--- config.mk ---
export PLATFORM = sky130hd
export DESIGN_NAME = fetch_stage
export DESIGN_NICKNAME = d
export VERILOG_FILES = /design/src/rtl/fetch_pkg.sv /design/src/rtl/fetch_stage_ifid_reg.sv /design/src/rtl/fetch_stage.sv
export SDC_FILE = /design/constraint.sdc
export NUM_CORES = 1
export LEC_CHECK = 0
export BUFFER_PORTS_ARGS = -buffer_cell sky130_fd_sc_hd__buf_2
export CORE_MARGIN = 2
export CORE_UTILIZATION = 30
export CTS_CLUSTER_SIZE = 24
export DETAILED_ROUTE_END_ITERATION = 8
export GPL_TIMING_DRIVEN = 0
export SLEW_MARGIN = 20
export SYNTH_ARGS = -nofsm -noshare
export SYNTH_HDL_FRONTEND = slang
export SYNTH_SLANG_ARGS = --single-unit
export TNS_END_PERCENT = 1
--- constraint.sdc ---
create_clock -name clk -period 2.8 [get_ports clk]
set_clock_uncertainty 0.2 [all_clocks]
set_input_delay 0.28 -clock clk [delete_from_list [all_inputs] [get_ports clk]]
set_output_delay 0.28 -clock clk [all_outputs]
set_load 0.005 [all_outputs]
--- src/rtl/fetch_pkg.sv ---
// Shared types and constants for the fetch stage: FSM encodings, NOP word and
// the IF/ID payload struct.
package fetch_pkg;

    typedef logic [1:0] state_t;

    localparam state_t ST_IDLE  = 2'd0;
    localparam state_t ST_FETCH = 2'd1;
    localparam state_t ST_HOLD  = 2'd2;

    localparam logic [31:0] NOP_INSTR       = 32'h0000_0000;
    localparam logic [31:0] WORD_ALIGN_MASK = 32'hFFFF_FFFC;

    typedef struct packed {
        logic [31:0] pcp4;
        logic [31:0] instr;
    } ifid_t;

    function automatic logic [31:0] word_align(input logic [31:0] addr);
        return addr & WORD_ALIGN_MASK;
    endfunction

endpackage

--- src/rtl/fetch_stage_ifid_reg.sv ---
// IF/ID pipeline register: load takes priority over clear; clear leaves a NOP bubble.
module ifid_reg
    import fetch_pkg::*;
(
    input  logic        clk,
    input  logic        rst_n,
    input  logic        load,
    input  logic        clear,
    input  ifid_t       din,
    output logic [31:0] pcp4,
    output logic [31:0] instr,
    output logic        valid
);

    always_ff @(posedge clk) begin
        if (!rst_n) begin
            pcp4  <= 32'h0;
            instr <= NOP_INSTR;
            valid <= 1'b0;
        end else if (load) begin
            pcp4  <= din.pcp4;
            instr <= din.instr;
            valid <= 1'b1;
        end else if (clear) begin
            instr <= NOP_INSTR;
            valid <= 1'b0;
        end
    end

endmodule

--- src/rtl/fetch_stage.sv ---
// PC register, single-outstanding instruction fetch FSM and IF/ID register.
// Define BRANCH_DELAY_SLOT_EN to deliver the delay-slot instruction instead of squashing it.
module fetch_stage
    import fetch_pkg::*;
#(
    parameter logic [31:0] RESET_VECTOR = 32'hBFC0_0000
) (
    input  logic        clk,
    input  logic        rst_n,
    output logic [31:0] imem_addr,
    output logic        imem_req,
    input  logic [31:0] imem_rdata,
    input  logic        imem_valid,
    input  logic [31:0] NPC_i,
    input  logic        isRedirect,
    input  logic        ID_Stall,
    output logic [31:0] IF_ID_PCPlusBy4,
    output logic [31:0] IF_ID_Instr,
    output logic        IF_ID_Valid,
    output state_t      fsm_state
);

    // Handshake: imem_req high means one request is outstanding at imem_addr;
    // it completes in the cycle imem_valid is high, and imem_addr never changes
    // while the request waits. imem_valid with imem_req low is ignored.

    state_t      state, state_n;
    logic [31:0] pc, pc_n;
    ifid_t       hold, hold_n;
    ifid_t       ifid_din;
    logic        ifid_load, ifid_clear;
    logic        resp, fetch_done, redir;
    logic [31:0] npc, pc_inc;

`ifdef BRANCH_DELAY_SLOT_EN
    logic        pend_valid, pend_valid_n;
    logic [31:0] pend_target, pend_target_n;
`else
    logic        discard, discard_n;
    logic [31:0] req_addr, req_addr_n;
`endif

    assign resp   = (state == ST_FETCH) && imem_valid;
    assign redir  = isRedirect && !ID_Stall;
    assign npc    = word_align(NPC_i);
    assign pc_inc = pc + 32'd4;

`ifdef BRANCH_DELAY_SLOT_EN
    assign fetch_done = resp;
    assign imem_addr  = pc;
`else
    // A wrong-path request keeps its address on the bus while pc already holds the target.
    assign fetch_done = resp && !discard;
    assign imem_addr  = discard ? req_addr : pc;
`endif

    assign imem_req  = (state == ST_FETCH);
    assign fsm_state = state;

    always_comb begin
        state_n    = state;
        pc_n       = pc;
        hold_n     = hold;
        ifid_load  = 1'b0;
        ifid_clear = !ID_Stall;
        ifid_din   = '{pcp4: pc_inc, instr: imem_rdata};
`ifdef BRANCH_DELAY_SLOT_EN
        pend_valid_n  = pend_valid;
        pend_target_n = pend_target;
`else
        discard_n  = discard;
        req_addr_n = req_addr;
        if (resp && discard) begin
            discard_n = 1'b0;
        end
`endif

        case (state)
            ST_IDLE: begin
                state_n = ST_FETCH;
            end
            ST_FETCH: begin
                if (fetch_done) begin
                    pc_n = pc_inc;
                    if (ID_Stall) begin
                        hold_n  = '{pcp4: pc_inc, instr: imem_rdata};
                        state_n = ST_HOLD;
                    end else begin
                        ifid_load = 1'b1;
                    end
                end
            end
            ST_HOLD: begin
                if (!ID_Stall) begin
                    ifid_load = 1'b1;
                    ifid_din  = hold;
                    state_n   = ST_FETCH;
                end
            end
            default: begin
                state_n = ST_IDLE;
            end
        endcase

`ifdef BRANCH_DELAY_SLOT_EN
        // The first instruction completing at or after the branch is its delay slot.
        if (redir) begin
            if (fetch_done || (state == ST_HOLD)) begin
                pc_n         = npc;
                pend_valid_n = 1'b0;
            end else begin
                pend_valid_n  = 1'b1;
                pend_target_n = npc;
            end
        end else if (pend_valid && fetch_done) begin
            pc_n         = pend_target;
            pend_valid_n = 1'b0;
        end
`else
        if (redir) begin
            ifid_load = 1'b0;
            pc_n      = npc;
            state_n   = ST_FETCH;
            if ((state == ST_FETCH) && !resp && !discard) begin
                discard_n  = 1'b1;
                req_addr_n = pc;
            end
        end
`endif
    end

    always_ff @(posedge clk) begin
        if (!rst_n) begin
            state <= ST_IDLE;
            pc    <= RESET_VECTOR;
            hold  <= '0;
`ifdef BRANCH_DELAY_SLOT_EN
            pend_valid  <= 1'b0;
            pend_target <= 32'h0;
`else
            discard  <= 1'b0;
            req_addr <= 32'h0;
`endif
        end else begin
            state <= state_n;
            pc    <= pc_n;
            hold  <= hold_n;
`ifdef BRANCH_DELAY_SLOT_EN
            pend_valid  <= pend_valid_n;
            pend_target <= pend_target_n;
`else
            discard  <= discard_n;
            req_addr <= req_addr_n;
`endif
        end
    end

    ifid_reg u_ifid (
        .clk   (clk),
        .rst_n (rst_n),
        .load  (ifid_load),
        .clear (ifid_clear),
        .din   (ifid_din),
        .pcp4  (IF_ID_PCPlusBy4),
        .instr (IF_ID_Instr),
        .valid (IF_ID_Valid)
    );

endmodule
Word-level counts from Yosys, hierarchy flattened
Index checks and enable logic that the tools add are counted.

word-level totals
  word-level logic and storage cells = 62
  flip-flop bits (word level) = 196

operators by class
  add/sub/neg operators = 1
  bitwise logic cells = 1
  eq/ne operators = 9
  reductions and logical operators = 18
  muxes and demuxes = 22

operator list
  cell                                           count
  2-to-1 mux 32 bit                              6
  2-to-1 mux 64 bit                              2
  adder 32 x 3 -> 32 bit, second input constant  1
  2-to-1 mux 1 bit                               9
  logical AND 1 bit                              6
  2-to-1 mux 2 bit                               3
  != test 2 x 1 -> 1 bit, second input constant  3
  != test 3 x 1 -> 1 bit, second input constant  2
  one-hot mux 2 bit (3 select lines)             1
  AND reduction 2 bit                            3
  AND reduction 3 bit                            2
  nonzero test 2 bit                             2
  zero test 1 bit                                3
  != test 3 bit, second input constant           1
  == test 2 x 1 -> 1 bit, second input constant  1
  == test 2 bit, second input constant           1
  zero test 2 bit                                1
  != test 2 bit, second input constant           1
  one-hot mux 1 bit (2 select lines)             1
  OR reduction 2 bit                             1
  inverter 1 bit                                 1

Longest topological paths before layout
Gate-level depths: netlist (run 1).

  depth after elaboration = 7
  gate-level depth with buffers = 9
  depth with buffers taken out = 7

By module
A second synthesis (run 1) with hierarchy kept.

second synthesis, totals
  cells, all modules = 1106
  area total of the unflattened synthesis = 9575.4 um^2

by module, submodules not included
  module       times used  seq. area each (um^2)  area each (um^2)  cells each
  fetch_stage  1           2542.4                 6707.7            857
  ifid_reg     1           1301.2                 2867.8            249

Worst setup path after synthesis (run 1)
No wires, ideal clock.

  path type = register to register
  from = reg pc[3]
  to = reg u_ifid.pcp4[22]
  clock period less this slack = 2.350 ns
  arrival time = 2.018 ns
  setup time = 0.133 ns
  required time = 2.467 ns
  stages on the path, launching flop included = 9
  path slack = 0.450 ns
  cell sequence = dfxtp_1 > ha_1 > and4_1 > or4b_1 > buf_2 > buf_2 > o21a_1 > o21ai_0 > a31oi_1

on the way
  word-level cells in the longest chain between the ends = 3

ends and longest elaborated chain
  item                        RTL line                    RTL
  start, declared             fetch_stage.sv:28           logic [31:0] pc, pc_n;
  start signal, assigned      fetch_stage.sv:146          pc <= pc_n;
  adder 32 x 3 -> 32 bit (*)  fetch_stage.sv:46           assign pc_inc = pc + 32'd4;
  2-to-1 mux 64 bit           --
  2-to-1 mux 64 bit (*)       fetch_stage.sv:78           case (state)
  end signal, assigned        fetch_stage_ifid_reg.sv:21  pcp4 <= din.pcp4;
  end, declared               fetch_stage_ifid_reg.sv:10  output logic [31:0] pcp4,

Every way passes the cells marked *; elsewhere a longest branch is shown, timed or not.
A chain may end at the register's enable or synchronous reset.

Final worst setup path (run 1)
  from = reg pc[24]
  to = reg u_ifid.pcp4[29]

Same word-level chain as after synthesis.

==> results.txt, run 1 <==
The path type of the worst min-delay path was in -> reg. The slowest stage of the critical path is the sky130_fd_sc_hd__nor4_1 cell. Area share of the largest cell type after synthesis: 0.425. For the pin with the worst max-slew slack, the measured transition is 848 ps. VDD sags by at most 417 uV.

After detailed routing, the number of remaining DRC violations is 0. In this run, synthesis produced a sequential element count of 192. The die footprint is 31500 um^2, and the leakage dissipation is 4.39 nW. The core area is 29600 um^2. By instance count, the leading cell after synthesis is sky130_fd_sc_hd__dfxtp_1. In the final routed layout, each cell accounts on average for 17.4 um.

Along the worst path, the maximum fanout reaches 10. At the later pin of the worst-skew pair, clock insertion delay measures 450 ps. The critical path class is reg -> reg. The run gives 5 as the total iterations of the first detailed-routing run. Counting along the longest clock path gives a buffer depth of 2.

The data arrival time of the critical path came out at 2890 ps. After clock tree synthesis, the clock-pin slew on the worst setup and hold paths is 70 ps. The routed layout has 9019 vias.

The logs give 63 for the cell row count and 0 for the final setup violation count. The first global-routing pass estimated 47000 um of wire. 0 antenna diodes ended up in the layout. TritonCTS built the clock tree. Total clock sinks: 192. In this design, the stage delay of the slowest critical-path cell is 500 ps. At the end of the flow, the number of nets in the layout was 1456.

The flow ran to the end, and the final reports show no timing, DRC or antenna violations. The count of pins over their slew limit was 0. The root buffer cell was sky130_fd_sc_hd__clkbuf_16. The tools report the starting density of the core as 0.305. For this run, the top clock speed supported by timing is 368 MHz. The post-route clock period utilization was 0.970. The cell family contributing the most delay on the critical path is simple AND/OR/NAND/NOR gates.

The routed design has 31000 um of wire. Initial antenna violation count: 0. After routing the design area is 11500 um^2. During synthesis, Yosys emitted a total of 0 warnings. The share of flip-flops with an asynchronous set or reset after synthesis was 0; the number of enable-type register cells in the synthesized netlist was 0.

From left edge to right edge, the die measures 178 um. The gate count after technology mapping came out at 1137. Dividing total power by cell area gives a power density of 554 nW/um^2. The fraction of layout instances using a drive strength above 1 came out at 0.197. Nature of the critical path startpoint: a register. The headroom to the max-slew limit was 0.430. Relative to the synthesized area, the layout overhead comes to 27.6%. sky130_fd_sc_hd__dfxtp_1 takes more of the synthesized area than any other cell. The tool flagged a number of max-cap violations equal to 0.

The data required time at the worst endpoint is 2980 ps, and the port buffer count is 164. In this run the post-CTS setup repair buffer count came out at 0. The sum of buffers and inverters on the critical path was 1; the accumulated negative setup slack was 0 ps.

The tools report the number of filler instances in the final layout as 3085. After synthesis, the cell types taking the most area are sky130_fd_sc_hd__dfxtp_1, sky130_fd_sc_hd__nand2_1, sky130_fd_sc_hd__a21oi_1, sky130_fd_sc_hd__o21ai_0, sky130_fd_sc_hd__nor2_1. Detailed placement finished with a half-perimeter wire length of 22600 um. The total congestion overflow is 0, and the global placer's final weighted congestion is 0.921.

After synthesis the cells add up to 9030 um^2. Each instance of the synthesized netlist takes up on average 7.95 um^2. Setup repair after global routing could not meet its margin everywhere. The floorplan step set the die height to 178 um. The sequential cell area fraction in the yosys report was 0.425. 169 I/O pins were placed. For the count of antenna-violating nets left after detailed routing, the log shows 0.

The final count of hold timing violations came out at 0. The global-route total usage across every layer came out at 0.192. The via count of the first global-routing pass is 8474. For the finished layout, the period the worst path requires is 2720 ps.

Entering global routing, the biggest net connects 19 pins. After synthesis, the most frequently instantiated cells are sky130_fd_sc_hd__dfxtp_1, sky130_fd_sc_hd__nand2_1, sky130_fd_sc_hd__a21oi_1, sky130_fd_sc_hd__nor2_1, sky130_fd_sc_hd__clkbuf_1. The tools report the number of CTS-inserted buffers as 17.

The most used flip-flop cell after synthesis is sky130_fd_sc_hd__dfxtp_1. After detailed placement, the total cell area comes to 10300 um^2. The first routing iteration left 769 violations. The category of the worst setup path capture point was a register.

Walking the worst path, the cells encountered are clkbuf_1 -> nand4_1 -> or3_1 -> nor4_1 -> o21ai_0 -> a21oi_1. The detailed-route vias per instance was 5.06; the number of H-tree levels was 4. Counting distinct cell types in the post-synthesis netlist gives 60.
-- worst reg2reg max path: cells and delay by family, from the launching register on --
family                 cells  cell delay, ps
AND/OR/NAND/NOR            3            1300
buffers and inverters      1             470
AO/OA/AOI/OAI              2             370
flip-flops                 1             310
-- registers in the layout, indices dropped and copies added, names as in the netlist, named ones only --
signal        count
u_ifid.pcp4      32
pc               30
hold             64
fsm_state         2
u_ifid.valid      1
req_addr         30
u_ifid.instr     32
-- metal layers --
layer  wire length (um)  global-route usage  vias up
met3               2020              0.0349       41
met2              13800               0.307      338
met4                588              0.0543        0
met5                  0                   0        -
met1              14600               0.263     4205
li1                   -                   -     4435
-- kinds of logic (layout without fill, tap and decap cells) --
group	count (synthesis)	after routing	share of synthesized area
and+or+nand+nor	421	421	0.225
AOI/OAI and AO/OA	294	294	0.193
DFF	192	192	0.425
buffers and inverters	150	406	0.0684
xor gates and xnor gates	42	42	0.0407
muxes	31	31	0.0384
adders and majority gates	6	6	0.00831
other	1	2	0.000415
-- worst paths after layout --
path	startpoint	to	slack [ps]	cells past startpoint
hold reg to reg	u_ifid.pcp4[1]	u_ifid.pcp4[1]	250	2
hold / removal	NPC_i[31]	pc[31]	50	3
setup reg to reg	pc[24]	u_ifid.pcp4[29]	80	6
setup / recovery	pc[24]	u_ifid.pcp4[29]	80	6
-- stage by stage --
step	power, mW	std cells	utilization	hold slack (ps)	setup slack (ps)
3_5_place_dp	3.98	1692	0.349	246	-394
5_1_grt	6.63	1784	0.389	94.2	-38.0
6_report	6.39	1784	0.389	49.8	82.9
3_3_place_gp	3.96	1692	0.349	237	-356
2_1_floorplan	3.59	1138	-	176	450
4_1_cts	6.39	1784	0.388	31.8	4.42
-- area by class of cell --
type / count / area (um^2) / share of cell area
multi-input combinational: 796 / 4590 / 0.398
sequential: 192 / 3840 / 0.333
timing repair buffer: 224 / 1420 / 0.123
buffer: 114 / 505 / 0.0438
tap: 390 / 488 / 0.0423
clock buffer: 18 / 429 / 0.0372
inverter: 36 / 135 / 0.0117
clock inverter: 14 / 119 / 0.0103
-- layout by cell type, fill, tap and decap left out, types with 4 or more instances in the layout --
| cell | synthesis | routed |
|---|---|---|
| sky130_fd_sc_hd__nand2_1 | 168 | 168 |
| sky130_fd_sc_hd__clkbuf_1 | 85 | 71 |
| sky130_fd_sc_hd__o221ai_1 | 6 | 6 |
| sky130_fd_sc_hd__buf_1 | 11 | 10 |
| sky130_fd_sc_hd__buf_2 | 7 | 171 |
| sky130_fd_sc_hd__buf_4 | 8 | 8 |
| sky130_fd_sc_hd__nand4_1 | 14 | 14 |
| sky130_fd_sc_hd__a211oi_1 | 15 | 15 |
| sky130_fd_sc_hd__nand3_1 | 35 | 35 |
| sky130_fd_sc_hd__o21a_1 | 4 | 4 |
| sky130_fd_sc_hd__inv_1 | 36 | 36 |
| sky130_fd_sc_hd__ha_1 | 6 | 5 |
| sky130_fd_sc_hd__or3_1 | 6 | 6 |
| sky130_fd_sc_hd__clkbuf_2 | 1 | 16 |
| sky130_fd_sc_hd__and3_1 | 13 | 13 |
| sky130_fd_sc_hd__nor4_1 | 5 | 5 |
| sky130_fd_sc_hd__o21ai_0 | 78 | 78 |
| sky130_fd_sc_hd__clkbuf_16 | 0 | 17 |
| sky130_fd_sc_hd__a311oi_1 | 5 | 5 |
| sky130_fd_sc_hd__dlygate4sd3_1 | 0 | 60 |
| sky130_fd_sc_hd__o22ai_1 | 7 | 7 |
| sky130_fd_sc_hd__a21oi_1 | 115 | 115 |
| sky130_fd_sc_hd__nor3_2 | 2 | 4 |
| sky130_fd_sc_hd__nand3b_1 | 34 | 34 |
| sky130_fd_sc_hd__dfxtp_1 | 192 | 191 |
| sky130_fd_sc_hd__nor2_1 | 89 | 89 |
| sky130_fd_sc_hd__xor2_1 | 19 | 19 |
| sky130_fd_sc_hd__o211ai_1 | 5 | 5 |
| sky130_fd_sc_hd__nor3_1 | 29 | 27 |
| sky130_fd_sc_hd__a22oi_1 | 37 | 37 |
| sky130_fd_sc_hd__mux2_2 | 29 | 29 |
| sky130_fd_sc_hd__xnor2_1 | 23 | 23 |
| sky130_fd_sc_hd__inv_6 | 0 | 6 |
-- power breakdown --
group	internal, mW	leakage [nW]	switching (mW)
sequential	2.86	1.56	0.0739
combinational	0.409	2.56	0.663
clock	1.17	0.270	1.21
total	4.43	4.39	1.95
-- what timing repair did --
action / in CTS / in global routing
pin swaps: 0 / 0
endpoints found under the setup margin: 121 / 112
resized for setup: 10 / 18
hold buffers: 60 / 0
endpoints found under the hold margin: 60 / 0
gates cloned: 0 / 0
(Power assumes the default switching activity.)
==> run 2: changes to the inputs <==
--- a/config.mk
+++ b/config.mk
@@ -11,6 +11,7 @@
 export CTS_CLUSTER_SIZE = 24
 export DETAILED_ROUTE_END_ITERATION = 8
 export GPL_TIMING_DRIVEN = 0
+export RECOVER_POWER = 25
 export SLEW_MARGIN = 20
 export SYNTH_ARGS = -nofsm -noshare
 export SYNTH_HDL_FRONTEND = slang
==> results.txt, run 2 (synthesis gave the netlist of run 1 again) <==
The setup path with the least slack is of type reg -> reg. The startpoint identified for the worst register-to-register timing path is pc[24]. The accumulated negative setup slack came out at 0 ps (unchanged). Cell row count: 63 (unchanged).

The worst flop-to-flop path endpoint is u_ifid.pcp4[29]. The logs give 11500 um^2 (-0.58%) for the final standard cell area without fillers and 8474 (unchanged) for the via count of the first global-routing pass. The count of pins over their slew limit is 0 (unchanged).

TritonCTS built the clock tree. In the layout the commonest cells are sky130_fd_sc_hd__dfxtp_1, sky130_fd_sc_hd__nand2_1, sky130_fd_sc_hd__clkbuf_1. Maximum buffer depth of the clock tree: 2 (unchanged). The layout overhead on the synthesized area works out to 26.9%.

For the clock latency reported for the late side of the worst-skew pair, the log shows 450 ps (about the same). The run gives 169 (unchanged) as the number of placed I/O pins. The tools report the count of antenna-violating nets left after detailed routing as 0 (unchanged). The cell sitting at the root of the clock tree is a sky130_fd_sc_hd__clkbuf_16. The tools report the instance area after placement as 10300 um^2 (unchanged). The width of the die is 178 um (unchanged). The detailed placement HPWL came out at 22600 um (unchanged). The final critical path time including I/O delays and setup is 2770 ps (+55.3 ps). Flip-flop count of the largest register after layout: 64 (unchanged). For the leakage dissipation, the log shows 4.15 nW (-5.3%). The core area was 29600 um^2 (unchanged); the die outline height was 178 um (unchanged). The hold path endpoint is pc[31]. Final count of hold timing violations: 0 (unchanged). The worst vdd rail ir drop came out at 417 uV (unchanged). The clock edge transition at the registers on the reported setup and hold paths is 70 ps (about the same). The worst hold margin is 57.5 ps (+7.76 ps).

For the achievable clock frequency, the log shows 361 MHz (-2.0%). In this run the most critical hold path is launched from NPC_i[31]. The highest cell delay on the worst timing path works out to 560 ps (+60 ps).

The remaining design rule violation count is 0 (unchanged), and the post-route clock period utilization is 0.990 (+0.0198). The data arrival time of the critical path is 2950 ps (+60 ps), and the number of nets in the layout is 1456 (unchanged). The port buffer count is 164 (unchanged). More flip-flops sit in one register than any other, and that register is hold. Total routed wirelength: 31100 um (+0.15%).

Initial antenna violation count: 0 (unchanged). The antenna cell count came out at 0 (unchanged). The largest net degree at the start of global routing was 19 (unchanged); the violation count after the first detailed-routing iteration was 731 (-4.9%). The run gives 2980 ps (about the same) as the data required time at the worst endpoint. Global placer's final weighted congestion: 0.921 (unchanged). The wire length of the first global-routing pass came out at 47000 um (unchanged). Fraction of layout instances using a drive strength above 1: 0.159 (-0.0380). The tools report the number of H-tree levels as 4 (unchanged). The number of cells traversed by the worst register-to-register path came out at 6 (unchanged). For the number of maximum-capacitance constraint violations, the log shows 0 (unchanged). The maximum net fanout on the critical path was 10 (unchanged); the worst-case register-to-register setup slack was 30 ps (-60 ps). Leaving out fill and tap cells, the most frequent cell in the layout is sky130_fd_sc_hd__dfxtp_1.

The die footprint was 31500 um^2 (unchanged). Traced cell by cell, the critical path runs through clkbuf_1 -> nand4_1 -> or3_1 -> nor4_1 -> o21ai_0 -> a21oi_1. Power density of the placed cells: 557 nW/um^2 (+0.60%). The flow ran to the end, and the final reports show no timing, DRC or antenna violations.

STA classifies the critical path endpoint as a register. For the headroom to the max-slew limit, the log shows 0.429 (-0.00129). In this run the worst hold path is classified as in -> reg. For the post-CTS setup buffer count, the log shows 0 (unchanged). The run gives 0 (unchanged) as the final setup violation count. For the total congestion overflow, the log shows 0 (unchanged). For the starting density of the core, the log shows 0.305 (unchanged).

The global-route total usage across every layer was 0.192 (unchanged); the total clock sinks was 192 (unchanged). Cell type of the slowest stage on the worst timing path: sky130_fd_sc_hd__nor4_1. Setup repair after global routing could not meet its margin everywhere. The number of cells traversed by the worst hold path works out to 3 (unchanged). Nature of the critical path startpoint: a register. Detailed-route vias per instance: 5.06 (about the same). For the routed via count, the log shows 9027 (+0.089%).

The wire length per cell after detailed routing works out to 17.4 um (+0.15%). Slew at the pin closest to its max-slew limit: 850 ps (+1.92 ps). The total iterations of the first detailed-routing run is 5 (unchanged). The largest registers in the layout are hold (64), u_ifid.instr (32), u_ifid.pcp4 (32). For the number of CTS-inserted buffers, the log shows 17 (unchanged).
[run 2: metrics by stage]
step / power (mW) / instances / setup WS (ps) / utilization
after floorplan: 3.59 / 1138 / 450 / -
after global placement: 3.96 / 1692 / -356 / 0.349
after detailed placement: 3.98 / 1692 / -394 / 0.349
after CTS: 6.39 / 1784 / 4.42 / 0.388
after global routing: 6.62 / 1784 / -38.0 / 0.387
final: 6.39 / 1784 / 27.6 / 0.387
[run 2: repair_timing]
item	in CTS	in global routing
gates resized for setup	10	18
hold buffers	60	0
pin swaps	0	0
endpoints found under the setup margin	121	112
endpoints found under the hold margin	60	0
[run 2: routing by layer]
metal	track usage	up-vias	part of all wire
li1	-	4428	-
met1	0.263	4212	0.46
met2	0.307	351	0.45
met3	0.0349	36	0.070
met4	0.0543	0	0.020
met5	0	-	0
[run 2: where the power goes]
part | internal [mW] | switching (mW)
Combinational | 0.405 | 0.664
Clock | 1.17 | 1.22
Sequential | 2.86 | 0.0748
Total | 4.43 | 1.95
[run 2: area by class of cell]
cell class | count | area [um^2]
fillers | 3111 | 18200
clock inverters | 14 | 119
inverters | 36 | 135
multi-input cells | 796 | 4590
flip-flops and latches | 192 | 3840
repair buffers | 224 | 1360
clock buffers | 18 | 429
well taps | 390 | 488
plain buffers | 114 | 505
[run 2: critical path: cells and delay by family (launching register included)]
family                 cells  cell delay [ps]
AOI/OAI and AO/OA          2              370
DFF                        1              310
and+or+nand+nor            3             1340
buffers and inverters      1              470
[run 2: how the worst max path moves through the flow]
stage	startpoint	end	slack [ps]
global placement	fsm_state[1]	u_ifid.pcp4[4]	-360
floorplan	pc[3]	u_ifid.pcp4[22]	450
finish	pc[24]	u_ifid.pcp4[29]	30
CTS	fsm_state[0]	u_ifid.instr[29]	4
global route	fsm_state[1]	u_ifid.pcp4[28]	-40
detailed placement	fsm_state[0]	u_ifid.pcp4[4]	-390
==> run 3: changes to the inputs <==
--- a/config.mk
+++ b/config.mk
@@ -10,8 +10,11 @@
 export CORE_UTILIZATION = 30
 export CTS_CLUSTER_SIZE = 24
 export DETAILED_ROUTE_END_ITERATION = 8
+export GPL_ROUTABILITY_DRIVEN = 0
 export GPL_TIMING_DRIVEN = 0
+export HOLD_SLACK_MARGIN = 0.12
 export RECOVER_POWER = 25
+export SETUP_SLACK_MARGIN = 0.05
 export SLEW_MARGIN = 20
 export SYNTH_ARGS = -nofsm -noshare
 export SYNTH_HDL_FRONTEND = slang
==> results.txt, run 3 (synthesis gave the netlist of run 1 again) <==
The worst hold path belongs to the class in -> reg. The library cell used most frequently in the layout, excluding fill and tap cells, is sky130_fd_sc_hd__dfxtp_1. Power density of the placed cells: 574 nW/um^2 (+3.0%). For the worst vdd rail ir drop, the log shows 409 uV (-2.0%). The maximum net fanout on the critical path was 10 (unchanged); the number of placed I/O pins was 169 (unchanged).

The final count of hold timing violations is 0 (unchanged). The tools report the worst-case register-to-register setup slack as 140 ps (+110 ps). TritonCTS built the clock tree.

The run gives 46500 um (-1.2%) as the wire length of the first global-routing pass. The logs give 0 ps (unchanged) for the accumulated negative setup slack and 17 (unchanged) for the number of CTS-inserted buffers. The routed via count was 9051 (+0.27%); the fraction of layout instances using a drive strength above 1 was 0.166 (+0.00753). The tools report the largest net degree at the start of global routing as 19 (unchanged). The final setup violation count is 0 (unchanged).

The die footprint is 31500 um^2 (unchanged), and the number of H-tree levels is 4 (unchanged). In the final layout, the registers with the most flip-flops are hold (64), u_ifid.instr (32), u_ifid.pcp4 (32). The die outline height was 178 um (unchanged). The switching power is 1.95 mW (-0.26%). The cell sitting at the root of the clock tree is a sky130_fd_sc_hd__clkbuf_16. The total power consumption of the routed design was 6.65 mW (+4.2%); the highest cell delay on the worst timing path was 430 ps (-130 ps). Broken down by cell family, the worst path's largest delay share belongs to compound AO/OA/AOI/OAI gates.

The critical path class was reg -> reg. The cell row count was 63 (unchanged); the core area was 29600 um^2 (unchanged). Setup repair after global routing could not meet its margin everywhere.

The final critical path time including I/O delays and setup is 2660 ps (-108 ps), and the total routed wirelength is 30900 um (-0.55%). The starting density of the core came out at 0.305 (unchanged). Post-CTS setup buffer count: 0 (unchanged).

Cell type of the slowest stage on the worst timing path: sky130_fd_sc_hd__o21ai_1. The tools report the achievable clock frequency as 375 MHz (+4.1%). Maximum buffer depth of the clock tree: 2 (unchanged). The flip-flop count of the largest register after layout is 64 (unchanged).

The logs give 0.391 (+0.00460) for the final core utilization and 192 (unchanged) for the total clock sinks. The number of maximum-capacitance constraint violations was 0 (unchanged); the switching part of the total was 0.293 (-0.0131). Walking the worst path, the cells encountered are inv_1 -> ha_2 -> and3b_1 -> buf_2 -> o21ai_1 -> clkbuf_2 -> a21oi_1 -> a221oi_1. The run gives 2800 ps (-150 ps) as the data arrival time of the critical path. Clock edge transition at the registers on the reported setup and hold paths: 70 ps (about the same). The tools report the clock share of power as 0.398 (+0.025). For the headroom to the max-slew limit, the log shows 0.419 (-0.00931). The run gives 0 (unchanged) as the count of antenna-violating nets left after detailed routing. The slew at the pin closest to its max-slew limit works out to 864 ps (+13.3 ps). The run gives 0 (unchanged) as the remaining design rule violation count. The width of the die was 178 um (unchanged). The run finished with clean final reports.

The post-route clock period utilization was 0.952 (-0.0386). The wire length per cell after detailed routing works out to 17.3 um (-0.72%). The run gives 440 ps (about the same) as the clock latency reported for the late side of the worst-skew pair.

Leakage dissipation: 4.22 nW (+1.6%). The global-route total usage across every layer is 0.192 (-0.000248), and the data required time at the worst endpoint is 2940 ps (-40 ps). The design internal power is 4.70 mW (+6.2%), and the sum of buffers and inverters on the critical path is 3 (+2). The total congestion overflow was 0 (unchanged); the combinational share of power was 0.161 (-0.006). The count of pins over their slew limit came out at 0 (unchanged). The library cells used most frequently in the layout, excluding fill and tap cells, are sky130_fd_sc_hd__dfxtp_1, sky130_fd_sc_hd__nand2_1, sky130_fd_sc_hd__buf_2.

The register name with the most flops was hold. STA classifies the critical path endpoint as a register. The detailed-route vias per instance is 5.06 (about the same), and the initial antenna violation count is 0 (unchanged). The antenna cell count was 0 (unchanged); the detailed placement HPWL was 22400 um (-0.78%). The port buffer count is 164 (unchanged). The number of nets in the layout is 1459 (+0.21%). The worst setup path is launched from a register.

The layout overhead on the synthesized area came out at 28.4%. The run gives 791 (+8.2%) as the violation count after the first detailed-routing iteration. For the via count of the first global-routing pass, the log shows 8248 (-2.7%). The run gives 0.441 (-0.018) as the power share of the sequential group.

The total iterations of the first detailed-routing run came out at 5 (unchanged).
## run 3: changes by cell type in the layout (fill, tap and decap cells not counted), moves of 2 or more
cell / before / now
sky130_fd_sc_hd__inv_6: 6 / 1
sky130_fd_sc_hd__buf_1: 10 / 6
sky130_fd_sc_hd__buf_2: 118 / 122
sky130_fd_sc_hd__clkbuf_1: 124 / 120
sky130_fd_sc_hd__bufinv_16: 0 / 3
sky130_fd_sc_hd__clkbuf_2: 16 / 19
sky130_fd_sc_hd__clkinvlp_4: 1 / 4
sky130_fd_sc_hd__dlygate4sd3_1: 60 / 63
sky130_fd_sc_hd__nor3_1: 27 / 24
sky130_fd_sc_hd__nor3_2: 4 / 7
sky130_fd_sc_hd__clkinv_2: 2 / 0
## run 3: final cells by class
class                           instances  area, um^2
Sequential cell                       192        3840
Clock buffer                           17         425
Multi-Input combinational cell        796        4600
Clock inverter                         15         205
Buffer                                114         510
Fill cell                            3095       18000
Inverter                               36         135
Tap cell                              390         488
Timing Repair Buffer                  227        1390
## run 3: power by group through the flow
stage	Sequential, mW	Combinational (mW)	Clock [mW]
after floorplan	2.98	0.610	0
after global placement	2.99	0.978	0
after detailed placement	2.99	0.988	0
after CTS	2.93	1.07	2.67
after global routing	2.95	1.18	2.79
final	2.93	1.07	2.65
## run 3: path summary, 6_finish.rpt
| check | startpoint | endpoint | cells past startpoint |
|---|---|---|---|
| worst max-delay path | fsm_state[1] | u_ifid.pcp4[17] | 8 |
| worst max register to register | fsm_state[1] | u_ifid.pcp4[17] | 8 |
| worst min register to register | u_ifid.pcp4[10] | u_ifid.pcp4[10] | 2 |
| worst min-delay path | NPC_i[27] | pc[27] | 3 |
## run 3: layer usage
metal | routed length (um) | vias to the layer above | GRT usage
met4 | 353 | 0 | 0.0468
met3 | 2340 | 24 | 0.0379
li1 | - | 4439 | -
met2 | 14000 | 370 | 0.305
met5 | 0 | - | 0
met1 | 14200 | 4218 | 0.265
## run 3: stage by stage
| stage | std cells | setup slack, ps | instance area [um^2] | hold slack, ps |
|---|---|---|---|---|
| floorplan | 1138 | 450 | 9040 | 176 |
| global placement | 1692 | -364 | 10300 | 238 |
| detailed placement | 1692 | -378 | 10300 | 241 |
| CTS | 1787 | 117 | 11600 | 133 |
| global route | 1787 | 26.3 | 11600 | 150 |
| finish | 1787 | 136 | 11600 | 113 |
## run 3: repair_timing
item | in CTS | in global routing
hold buffers | 63 | 0
cloned | 0 | 0
endpoints found under the setup margin | 130 | 72
endpoints found under the hold margin | 90 | 0
resized for setup | 12 | 27
## run 3: worst reg2reg max path, cell delays in order, from the launching register on
cell and delay (ps):
sky130_fd_sc_hd__dfxtp_1 410, sky130_fd_sc_hd__inv_1 110, sky130_fd_sc_hd__ha_2 270, sky130_fd_sc_hd__and3b_1 200
sky130_fd_sc_hd__buf_2 200, sky130_fd_sc_hd__o21ai_1 430, sky130_fd_sc_hd__clkbuf_2 360, sky130_fd_sc_hd__a21oi_1 120
sky130_fd_sc_hd__a221oi_1 270
